File: src/rtl/intc_responder.sv
// CPU-side interrupt responder: accepts IRQ at an instruction boundary, acknowledges, vectors and returns.
// Optional nesting (second level) is enabled by defining INTC_RESP_NEST_EN.
module intc_responder #(
  parameter int ADDR_W = 32,
  parameter int CNT_W  = 8
) (
  input  logic              clk,
  input  logic              rst,
  input  logic              IRQ,
  input  logic [ADDR_W-1:0] isr_addr,
  input  logic              int_en,
  input  logic              instr_boundary,
  input  logic [ADDR_W-1:0] pc_next,
  input  logic              iret,
  output logic              IACK,
  output logic              redirect,
  output logic [ADDR_W-1:0] redirect_pc,
  output logic [ADDR_W-1:0] epc,
  output logic              in_service,
  output logic [1:0]        depth,
  output logic [CNT_W-1:0]  int_count
);

  typedef enum logic [2:0] {
    S_IDLE    = 3'd0,
    S_ACK     = 3'd1,
    S_VECTOR  = 3'd2,
    S_SERVICE = 3'd3,
    S_RETURN  = 3'd4
  } state_t;

  state_t            state_r;
  state_t            state_next_s;
  logic [ADDR_W-1:0] vec_r;
  logic [ADDR_W-1:0] stack_r [2];
  logic [1:0]        depth_r;
  logic [CNT_W-1:0]  count_r;
  logic              accept_s;
  logic              nest_ok_s;
  logic              push_s;
  logic              pop_s;
  logic [ADDR_W-1:0] epc_s;

  assign accept_s = IRQ & int_en & instr_boundary;

`ifdef INTC_RESP_NEST_EN
  assign nest_ok_s = (depth_r == 2'd1);
`else
  assign nest_ok_s = 1'b0;
`endif

  // Top of stack: depth 1 -> entry 0, depth 2 -> entry 1
  assign epc_s = (depth_r == 2'd0) ? {ADDR_W{1'b0}} : stack_r[depth_r[1]];

  // Next-state decode and push/pop strobes
  always_comb begin
    state_next_s = state_r;
    push_s       = 1'b0;
    pop_s        = 1'b0;
    case (state_r)
      S_IDLE: begin
        if (accept_s) begin
          push_s       = 1'b1;
          state_next_s = S_ACK;
        end else begin
          state_next_s = S_IDLE;
        end
      end
      S_ACK:    state_next_s = S_VECTOR;
      S_VECTOR: state_next_s = S_SERVICE;
      S_SERVICE: begin
        if (iret) begin
          state_next_s = S_RETURN;
        end else if (accept_s && nest_ok_s) begin
          push_s       = 1'b1;
          state_next_s = S_ACK;
        end else begin
          state_next_s = S_SERVICE;
        end
      end
      S_RETURN: begin
        pop_s        = 1'b1;
        state_next_s = (depth_r > 2'd1) ? S_SERVICE : S_IDLE;
      end
      default: state_next_s = S_IDLE;
    endcase
  end

  // State, vector, return stack, nesting depth and taken counter
  always_ff @(posedge clk) begin
    if (rst) begin
      state_r    <= S_IDLE;
      vec_r      <= {ADDR_W{1'b0}};
      stack_r[0] <= {ADDR_W{1'b0}};
      stack_r[1] <= {ADDR_W{1'b0}};
      depth_r    <= 2'd0;
      count_r    <= {CNT_W{1'b0}};
    end else begin
      state_r <= state_next_s;
      if (push_s) begin
        stack_r[depth_r[0]] <= pc_next;
        vec_r               <= isr_addr;
        depth_r             <= depth_r + 2'd1;
        count_r             <= count_r + {{(CNT_W-1){1'b0}}, 1'b1};
      end else if (pop_s) begin
        depth_r <= depth_r - 2'd1;
      end
    end
  end

  // Moore output decode from state and registers
  always_comb begin
    IACK        = (state_r == S_ACK);
    redirect    = (state_r == S_VECTOR) || (state_r == S_RETURN);
    redirect_pc = {ADDR_W{1'b0}};
    case (state_r)
      S_VECTOR: redirect_pc = vec_r;
      S_RETURN: redirect_pc = epc_s;
      default:  redirect_pc = {ADDR_W{1'b0}};
    endcase
  end

  assign epc        = epc_s;
  assign in_service = (depth_r != 2'd0);
  assign depth      = depth_r;
  assign int_count  = count_r;

endmodule

File: config.mk
export PLATFORM = sky130hd
export DESIGN_NAME = intc_responder
export DESIGN_NICKNAME = d
export VERILOG_FILES = /design/src/rtl/intc_responder.sv
export SDC_FILE = /design/constraint.sdc
export NUM_CORES = 1
export LEC_CHECK = 0
export CORE_AREA = 2 2 103 105
export CTS_CLUSTER_DIAMETER = 100
export DETAILED_ROUTE_END_ITERATION = 16
export DIE_AREA = 0 0 105 107
export HOLD_SLACK_MARGIN = 0.03
export PLACE_DENSITY_LB_ADDON = 0.25
export SYNTH_ARGS = -nofsm -noshare
export SYNTH_HDL_FRONTEND = slang
export SYNTH_SLANG_ARGS = --single-unit
File: constraint.sdc
create_clock -name clk -period 9.4 [get_ports clk]
set_input_delay 1.88 -clock clk [delete_from_list [all_inputs] [get_ports clk]]
set_output_delay 1.88 -clock clk [all_outputs]
set_load 0.005 [all_outputs]
==> results.cfg <==
[sta]
setup-tns-final_ns = 0
skew_ns = 0.01688
slew_viol_final = 0
tightestPinTransition_ns = 1.153
finalCriticalPeriod_ns = 4.819
period_share_pct = 51.26
slew_headroom_pct = 22.77
max_freq_ghz = 0.2075
hold_viol = 0
rsz0062_at_grt = no
setup_viol = 0

[cts]
clock_path_buffers = 2
clk_latency_ns = 0.37
htree_levels = 3
ctsHoldBuffers = 0
cts_buffers = 9
cts_root_buffer = clkbuf_8
clock_sinks = 110
cts_setup_buffers = 0
clkSlewWorstSetupHoldPaths_ns = 0.10
cts.repair.resized = 0
cts_tree = done

[logic_synthesis]
synth_nets = 557
ys_ff_latch = 110
netlist_instances = 484
seq_area_frac_synth_pct = 55.37
synth.top_cell.area_share_pct = 37.44
synthArstFlopShare_pct = 0
synth_top_area_cell = edfxtp_1
postSynthAreaPerCell_um2 = 10.61
syn_area_mm2 = 0.005134
synth_cell_type_count = 36
yosysWarningCount = 0
synthFlopType = edfxtp_1
synthTopCellsByArea = edfxtp_1, dfxtp_1, and2_1
synth-edff-count = 64

[detailed_routing]
wl_per_cell_um = 18.62
wl_met1_um = 5679
dr_wl_met2_um = 6852
vias_per_cell = 5.638
drc = 0
top_layer_used = met4
wl_um = 13850
postRouteAntennaNets = 0
dr_total_vias = 4195
drtIter0Drc = 182
met3WireLength_um = 1077
drt-pass1-iter-count = 4

[critical_path]
critPathKind = reg -> out
cp_data_required_time_ns = 7.52
r2r_cells = 3
regToRegStartpoint = state_r[0]$_SDFF_PP0_
r2r-end = stack_r[0][19]$_SDFFCE_PN0P_
start_kind = flip-flop
path_cells = nor3b_2 -> buf_4 -> a22o_1 -> clkdlybuf4s50_1
critPathMaxFanout = 18
critPathLaunch = state_r[2]$_SDFF_PP0_
r2r_slack_ns = 7.03
slowest_delay_ns = 0.98
arrival_ns = 2.94
slowest_stage = nor3b_2
crit_path_end_kind = output pin

[layout]
diodes = 0
final_net_count = 676
finalInstanceArea_mm2 = 0.006820
fin_util_pct = 67.58
final_common_cell = clkdlybuf4s50_1
area_growth_pct = 32.85
layout.cells.most_common_list = clkdlybuf4s50_1, and2_1, edfxtp_1
fin_cells = 744
drive_gt1_share_pct = 5.921

[power_and_ir_drop]
internal_power_mw = 0.6829
p_sw_mw = 0.2308
cellLeakagePower_nw = 2.314
finalPower_mw = 0.9138
p_sw_share_pct = 25.26
power_density_mw_per_mm2 = 134.0
share_seq_of_total_power_pct = 59.1
peakVddDrop_mv = 0.07877
pwr-share-comb_pct = 12.7
clock_power_share_pct = 28.2

[placement]
placed_cells = 728
gp_congestion = 0.8637
placed_area_mm2 = 0.006651
dpl.hpwl_um = 9323
io_buffer_count = 146

[worst_hold_path]
min_path_cells = 2
holdPathEnd = vec_r[9]$_SDFFE_PP0P_
holdCritPathClass = reg -> reg
hp-start = vec_r[9]$_SDFFE_PP0P_

[global_routing]
overflow = 0
grt_pass1_vias = 4081
grt_pass1_wl_um = 21240
grt_start_max_net_pins = 53
grt_util_all_layers_pct = 24.36
antenna_found_initial = 0

[floorplanning]
start_util_pct = 50.87
die_area_mm2 = 0.01124
ios = 147
die_y_um = 107
rows = 37
core_area_mm2 = 0.01009
die_w_um = 105

[status]
outcome = completed

[job]
cap_violations = 0
## registers in the layout, indices dropped and copies added (netlist names), named ones only
register / flops
stack_r: 64
int_count: 8
state_r: 3
vec_r: 32
depth: 2
## power groups by stage
stage / registers (mW) / logic [mW] / clock network [mW]
2_1_floorplan: 0.545 / 0.0571 / 0
3_3_place_gp: 0.549 / 0.113 / 0
3_5_place_dp: 0.551 / 0.115 / 0
4_1_cts: 0.540 / 0.116 / 0.259
5_1_grt: 0.542 / 0.125 / 0.274
6_report: 0.540 / 0.116 / 0.258
## how the worst max path moves through the flow
stage	slack, ns	end	cells past startpoint
2_1_floorplan	5.02	stack_r[0][0]$_SDFFCE_PN0P_	4
3_5_place_dp	4.84	stack_r[1][28]$_SDFFCE_PN0P_	4
3_3_place_gp	4.88	stack_r[0][30]$_SDFFCE_PN0P_	4
5_1_grt	4.36	redirect_pc[27]	4
6_report	4.58	redirect_pc[11]	4
4_1_cts	4.56	redirect_pc[11]	4
## logic make-up after synthesis
group,share of synthesized area (%)
DFF,55.37
and+or+nand+nor,18.79
muxes,7.312
buffers and inverters,4.240
adders and majority gates,0.7313
AOI/OAI and AO/OA,13.55
## through the flow
step | setup WS (ns) | hold slack (ns)
after floorplan | 5.022 | 0.4542
after global placement | 4.877 | 0.4667
after detailed placement | 4.836 | 0.4685
after CTS | 4.561 | 0.4832
after global routing | 4.356 | 0.4938
final | 4.581 | 0.4869
## worst max-delay path, delay by kind of cell, from the launching register on
kind / cells / cell delay (ns)
buf+inv: 2 / 0.88
simple gates: 1 / 0.98
flops: 1 / 0.53
compound gates: 1 / 0.18
## cell usage after synthesis (all sizes together) (4+ instances only)
master,instances
and2,64
edfxtp,64
dfxtp,46
nor2,39
a21oi,38
nand3,38
o21ai,35
clkbuf,34
mux2i,33
a22o,32
buf,10
inv,4
mux2,4
nor3,4
## layout make-up
type	count	area, µm²
well taps	136	170.2
fillers	830	3272
multi-input cells	326	2121
inverters	4	15.01
flip-flops and latches	110	2844
clock inverters	4	33.78
repair buffers	152	1501
clock buffers	12	135.1
## layer usage
layer,vias to the layer above,GRT usage (%)
met5,-,0
met4,0,8.095
met3,21,5.228
met2,201,41.37
met1,1994,31.10
li1,1979,-
(Power assumes the default switching activity.)
